`src/rtl/oszto_utemezo.sv`:
```
// Round-robin scheduler for the shared oszto divider.
// Short-circuits divide-by-zero and guards the wait with a timeout.
module oszto_utemezo #(
    parameter int WIDTH   = 4,
    parameter int TIMEOUT = 31
) (
    input  logic             clk,
    input  logic             rst,
    input  logic [1:0]       k_req,
    input  logic [WIDTH-1:0] k0_a,
    input  logic [WIDTH-1:0] k0_b,
    input  logic [WIDTH-1:0] k1_a,
    input  logic [WIDTH-1:0] k1_b,
    output logic             osz_start,
    output logic [WIDTH-1:0] osz_a,
    output logic [WIDTH-1:0] osz_b,
    input  logic [WIDTH-1:0] osz_hanyados,
    input  logic [WIDTH-1:0] osz_maradek,
    input  logic             osz_ready,
    input  logic             osz_hiba,
    output logic [WIDTH-1:0] eredm_hanyados,
    output logic [WIDTH-1:0] eredm_maradek,
    output logic             eredm_hiba,
    output logic             eredm_idotullepes,
    output logic             eredm_id,
    output logic             eredm_kesz,
    output logic             foglalt
);

    localparam int CW = $clog2(TIMEOUT + 1);

    typedef enum logic [1:0] {IDLE, INDIT, VAR, KESZ} state_t;

    state_t           state, state_d;
    logic             utolso;
    logic             id;
    logic [CW-1:0]    cnt;
    logic             grant;
    logic             gnt_id;
    logic             done;
    logic [WIDTH-1:0] sel_a, sel_b;
    logic [WIDTH-1:0] res_q, res_r;
    logic             res_h, res_t;

    // Contention goes to whoever was not served last
    assign gnt_id = (k_req == 2'b11) ? ~utolso : k_req[1];
    assign sel_a  = gnt_id ? k1_a : k0_a;
    assign sel_b  = gnt_id ? k1_b : k0_b;

    assign osz_start  = (state == INDIT);
    assign eredm_kesz = (state == KESZ);
    assign foglalt    = (state != IDLE);

    always_comb begin
        state_d = state;
        grant   = 1'b0;
        done    = 1'b0;
        res_q   = '0;
        res_r   = '0;
        res_h   = 1'b0;
        res_t   = 1'b0;
        unique case (state)
            IDLE: begin
                if (k_req != 2'b00) begin
                    grant = 1'b1;
                    if (sel_b == '0) begin
                        done    = 1'b1;
                        res_r   = sel_a;
                        res_h   = 1'b1;
                        state_d = KESZ;
                    end else begin
                        state_d = INDIT;
                    end
                end
            end
            INDIT: state_d = VAR;
            VAR: begin
                // cnt==0 marks the first wait cycle, where ready may be stale
                if (osz_ready && cnt != '0) begin
                    done    = 1'b1;
                    res_q   = osz_hanyados;
                    res_r   = osz_maradek;
                    res_h   = osz_hiba;
                    state_d = KESZ;
                end else if (cnt == CW'(TIMEOUT)) begin
                    done    = 1'b1;
                    res_h   = 1'b1;
                    res_t   = 1'b1;
                    state_d = KESZ;
                end
            end
            KESZ:    state_d = IDLE;
            default: state_d = IDLE;
        endcase
    end

    always_ff @(posedge clk or negedge rst) begin
        if (!rst) begin
            state             <= IDLE;
            utolso            <= 1'b1;
            id                <= 1'b0;
            cnt               <= '0;
            osz_a             <= '0;
            osz_b             <= '0;
            eredm_hanyados    <= '0;
            eredm_maradek     <= '0;
            eredm_hiba        <= 1'b0;
            eredm_idotullepes <= 1'b0;
            eredm_id          <= 1'b0;
        end else begin
            state <= state_d;
            if (grant) begin
                osz_a  <= sel_a;
                osz_b  <= sel_b;
                id     <= gnt_id;
                utolso <= gnt_id;
            end
            if (state == INDIT)
                cnt <= '0;
            else if (state == VAR)
                cnt <= cnt + CW'(1);
            if (done) begin
                eredm_hanyados    <= res_q;
                eredm_maradek     <= res_r;
                eredm_hiba        <= res_h;
                eredm_idotullepes <= res_t;
                eredm_id          <= grant ? gnt_id : id;
            end
        end
    end

endmodule

```
`config.mk`:
```
export PLATFORM = sky130hd
export DESIGN_NAME = oszto_utemezo
export DESIGN_NICKNAME = d
export VERILOG_FILES = /design/src/rtl/oszto_utemezo.sv
export SDC_FILE = /design/constraint.sdc
export NUM_CORES = 1
export LEC_CHECK = 0
export ABC_AREA = 1
export CORE_MARGIN = 5
export CORE_UTILIZATION = 41
export CTS_CLUSTER_DIAMETER = 40
export DETAILED_ROUTE_END_ITERATION = 12
export PLACE_DENSITY = 0.75
export SLEW_MARGIN = 10
export SYNTH_ARGS = -nofsm -noshare
export SYNTH_HDL_FRONTEND = slang
export SYNTH_SLANG_ARGS = --single-unit
```
`constraint.sdc`:
```
create_clock -name clk -period 1.5 [get_ports clk]
set_input_delay 0.225 -clock clk [delete_from_list [all_inputs] [get_ports clk]]
set_output_delay 0.225 -clock clk [all_outputs]
set_load 0.02 [all_outputs]
```
==> flow_summary.yaml <==
final_layout:
  final_cells: 324
  final_util: 0.7162
  stdcell_area_um2: 2661
  drive_gt1_frac: 0.3406
  nFillCells: 278
  final_common_cell: "nand2_1"
  area_growth_syn_to_layout_pct: 66.56
  layout.nets: 314
  final_cell_mix: "nand2_1 (46), clkdlybuf4s50_1 (30), dfrtp_1 (27)"
  insertedDiodeCount: 0
power:
  leakage_uw: 0.001446
  ir_drop_v: 0.0009940
  powerDensity_nw_per_um2: 1836
die:
  die_w_um: 72.43
  io_pins: 52
  rows: 22
  die_h_um: 72.43
  initial_core_util: 0.4300
  core_um2: 3716
  die-area_um2: 5245
global_route:
  grt-ovfl-total: 0
  grt_pass1_vias: 1535
  grt_max_degree: 21
  grt_util_all_layers: 0.1651
  grt_pass1_wl_um: 6955
  antenna_found_initial: 0
setup_path:
  crit_slowest_cell: "dfrtp_1"
  worstSetupStartpoint: "cnt[0]$_DFFE_PN0P_"
  endpoint_kind: "flip-flop"
  path_class: "reg -> reg"
  slowest_delay_ps: 440
  r2r_start: "cnt[0]$_DFFE_PN0P_"
  crit_required_ps: 1670
  reg2reg_setup_slack_ps: -80
  start_kind: "flip-flop"
  path_max_fanout: 3
  cp_data_arrival_time_ps: 1750
  r2r-end: "state[1]$_DFFE_PN0P_"
  cpLargestDelayFamily: "flip-flops"
  worst-path-stages: 9
  path_buf_inv: 2
  critPathCapture: "state[1]$_DFFE_PN0P_"
  crit_path_cell_trace: "ha_4 -> inv_2 -> nor3_2 -> ha_2 -> buf_6 -> nor2_4 -> nand2_2 -> a21oi_1 -> a21oi_2"
  reg2reg_depth: 9
placement:
  place_congestion: 0.8030
  placed_cells: 311
  portBuffers: 51
  post-dp-hpwl_um: 3087
  place_area_um2: 2347
clock_tree:
  cts-buffers-inserted: 3
  clk_path_buf_depth: 2
  htreeDepth: 1
  clk_latency_ps: 280
  clkTransAtPathRegs_ps: 100
  tritoncts: "yes"
  cts_root_buf: "clkbuf_8"
  holdBufCountCts: 0
  cts.sinks: 28
sta:
  layout_setup_ws_ps: -84.52
  fmax_ghz: 0.6311
  drv_slew: 0
  fin_crit_ps: 1585
  slew-limit-headroom: 0.8216
  post-route-period-util: 1.056
  finalHoldViolations: 0
  rsz0062_at_grt: "yes"
  clock_skew_ps: 1.226
  tightest_slew_ps: 267.0
  finalSetupViolCount: 12
synthesis:
  synth.distinct_cells: 27
  syn_area_per_cell_um2: 8.279
  synth_edf_count: 0
  synth_top_family_by_area: "simple AND/OR/NAND/NOR gates"
  synth_xor_area_frac: 0
  yosysWarnings: 0
  ys_seq_elements: 28
  syn_inst: 193
  synth_fa_ha_area_frac: 0.05482
  synth_flop_cell: "dfrtp_1"
  synth_top_area_frac: 0.4229
  synth_area_um2: 1598
  synth_compound_area_frac: 0.06265
  async_flop_share: 1.000
  seq_area_frac_synth: 0.4393
  synth_mux_area_frac: 0.006265
  synth_nets: 230
  synth-simple-area-share: 0.3532
  ys_top_cells_by_area: "dfrtp_1 (42%), nand2_1 (12%), nand3_2 (6.3%), inv_1 (5.6%), ha_1 (5.5%)"
  synth_largest_area_cell: "dfrtp_1"
detailed_routing:
  totalWireLength_um: 4495
  wire_per_inst_um: 13.87
  ant_nets: 0
  drt_iter0_drc: 74
  drtPass1Iterations: 4
  vias: 1578
  drc: 0
  via_per_inst: 4.870
min_path:
  worstHoldPathType: "in -> async"
run_status:
  violations: "negative setup slack"
  status: "complete, but fails checks"
job:
  maxCapViolCount: 0
==> report_power, final <==
| part | switching (uW) | internal [uW] |
|---|---|---|
| Combinational | 1650 | 1420 |
| Sequential | 213 | 1110 |
| Clock | 252 | 236 |
==> metal layers <==
layer  part of all wire  global-route usage  wire, um
met5                  0                   0         0
met4              0.014             0.04508        63
met3              0.061             0.01939       274
met2               0.51              0.2932      2280
met1               0.42              0.2110      1877
==> through the flow <==
stage	hold slack, ps	total power, uW	worst slack (ps)	setup TNS, ps
final	251.0	4885	-84.52	-306.7
after global placement	474.3	3994	-320.2	-4527
after floorplan	-70.59	2860	2.993	0
after detailed placement	476.9	4059	-379.0	-5545
after CTS	270.3	4740	-71.08	-228.6
after global routing	275.6	5246	-161.5	-1258
==> registers in the layout, indices dropped and copies added, names as in the netlist, 2 cells and up <==
name,count
osz_a,4
state,2
osz_b,4
cnt,5
eredm_maradek,4
eredm_hanyados,4
==> kinds of logic (layout without fill, tap and decap cells) <==
group / Yosys count / in the layout
AND/OR/NAND/NOR: 109 / 110
multiplexers: 1 / 1
flip-flops: 28 / 28
buffers and inverters: 30 / 112
AO/OA/AOI/OAI: 18 / 18
adder cells (fa/ha/maj): 7 / 7
==> synth_stat cells, types with 2 or more instances <==
cell	count
nand2_4	2
nand3b_1	3
o21ai_0	5
o22ai_1	2
dfrtp_1	27
nor2_4	2
a31oi_1	4
nand2_2	5
nand3_1	13
nand3_2	10
nand2_1	52
buf_2	2
ha_1	7
buf_6	2
or2_2	2
nor2_1	17
inv_1	24
a21oi_1	4
o21ai_1	2
==> final cells by class <==
type                            instances  area [um^2]  share of cell area
Multi-Input combinational cell        136        930.9              0.3498
Inverter                               24        90.09             0.03385
Clock buffer                            4        55.05             0.02069
Timing Repair Buffer                   84        823.3              0.3094
Tap cell                               48        60.06             0.02257
Sequential cell                        28        701.9              0.2638
==> repair_timing <==
action                                  4_1_cts  5_1_grt
endpoints found under the setup margin       21       36
buffers inserted                              6        2
pin swaps                                     9        6
cloned                                        1        0
resized for setup                            36       35
==> how the worst min path moves through the flow <==
| stage | end | slack (ps) | depth (start not counted) |
|---|---|---|---|
| floorplan | cnt[0]$_DFFE_PN0P_ | -70 | 0 |
| global placement | id$_DFF_PN0_ | 470 | 2 |
| detailed placement | id$_DFF_PN0_ | 480 | 2 |
| CTS | state[0]$_DFFE_PN0P_ | 270 | 2 |
| global route | state[0]$_DFFE_PN0P_ | 280 | 2 |
| finish | state[0]$_DFFE_PN0P_ | 250 | 2 |
Power figures use the tool's default switching activity.
==> edit (same settings) <==
`TIMEOUT`: 31 -> 62.
--- a/src/rtl/oszto_utemezo.sv
+++ b/src/rtl/oszto_utemezo.sv
@@ -2,7 +2,7 @@
 // Short-circuits divide-by-zero and guards the wait with a timeout.
 module oszto_utemezo #(
     parameter int WIDTH   = 4,
-    parameter int TIMEOUT = 31
+    parameter int TIMEOUT = 62
 ) (
     input  logic             clk,
     input  logic             rst,
Behaviour: same outputs for any inputs over 10 cycles, from zero or initial values and one cycle with rst low; that may be too few to reach the edited logic, so the function may still have changed.
==> edit against the original RTL <==
  * Largest cell class unchanged
  * Register-to-register slack better by 60 ps
  * Sequential cell count up 1
  * Clock power up 73%
  * Via count is 4.9% higher
  * Worst hold slack improved by 48 ps
  * Sequential power rose by 5%
  * Routed wire length increased by 6.9%
  * Largest power group unchanged
  * Final area is 4.7% higher
  * Clock skew up 1.4 ps
  * The flow still finishes with violations (setup timing)
  * Setup slack improved by 35 ps
  * Synthesized cell count rose by 7.8%
  * Area after synthesis rose by 3.8%
  * Power rose by 4.5%
==> edit: results <==
metrics = {
    "finish": {
        "instances_no_fill": 343,
        "fin_nets": 329,
        "layout-drive-gt1-share_pct": 30.4,
        "largest_reg_flops": 6,
    },
    "outcome": {
        "violations": "setup timing",
        "status": "finished, violations left",
    },
    "sta": {
        "finClkSkew_ps": 2.61,
        "worst_slack_ps": -49.7,
        "tns_ps": -51.6,
        "finalSetupViolations": 2,
    },
    "drt": {
        "drt_iter0_drc": 107,
        "wl_met1_mm": 1.88,
        "route.met3.wl_um": 276,
        "vias": 1656,
    },
    "clock_network": {
        "cts_buffers": 5,
        "post_cts_resize_count": 11,
        "htreeDepth": 2,
        "clkTransAtPathRegs_ps": 60,
    },
    "grt": {
        "grt_pass1_vias": 1579,
        "grtUsageTotal_pct": 16.3,
        "met2_usage_pct": 27.5,
        "use_met3_pct": 5.88,
        "grt_max_degree": 30,
    },
    "placement": {
        "place_hpwl_mm": 3.17,
        "place_ws_ps": -218,
        "gp_congestion": 0.816,
    },
    "worst_setup_path": {
        "path_max_fanout": 7,
        "crit_arrival_ps": 1730,
    },
    "synthesis": {
        "syn_nets": 245,
        "synthCells": 208,
        "synth.area.top_cells": "dfrtp_1, nand2_1, nand3_1, ha_1, inv_1",
        "muxShareOfSynthArea_pct": 0,
        "synth-compound-area-share_pct": 5.28,
    },
    "pwr": {
        "p_leak_nw": 1.49,
        "ir_worst_vdd_mv": 1.24,
    },
}
edit: critical path: stages:
cell and delay, ps:
clkdlybuf4s50_1 500, buf_6 160, nand2_4 90, nand2_2 110
nand2_4 60, nor2_4 210, nand3_4 170, nand3_1 130
nand2_1 60
edit: final timing paths:
path / startpoint / end / slack, ps / cells after the start
max: k_req[1] / eredm_maradek[0] / -50 / 9
min: rst / cnt[0] / 300 / 2
max reg2reg: utolso / eredm_maradek[0] / -20 / 7
min reg2reg: osz_a[2] / osz_a[2] / 480 / 2
max in group asynchronous: rst / utolso / 970 / 2
min in group clk: osz_hanyados[2] / eredm_hanyados[2] / 470 / 3
edit: final cells by class:
cell class                      instances  area (um2)
Multi-Input combinational cell        152         991
Clock inverter                          1        30.0
Inverter                               22        82.6
Sequential cell                        29         727
Fill cell                             311        1180
Timing Repair Buffer                   82         808
Clock buffer                            7        86.3
Tap cell                               50        62.6
edit: report_power, final:
group          internal, mW  switching (mW)
combinational          1.30            1.57
clock                 0.541           0.303
sequential             1.14           0.251
total                  2.98            2.13
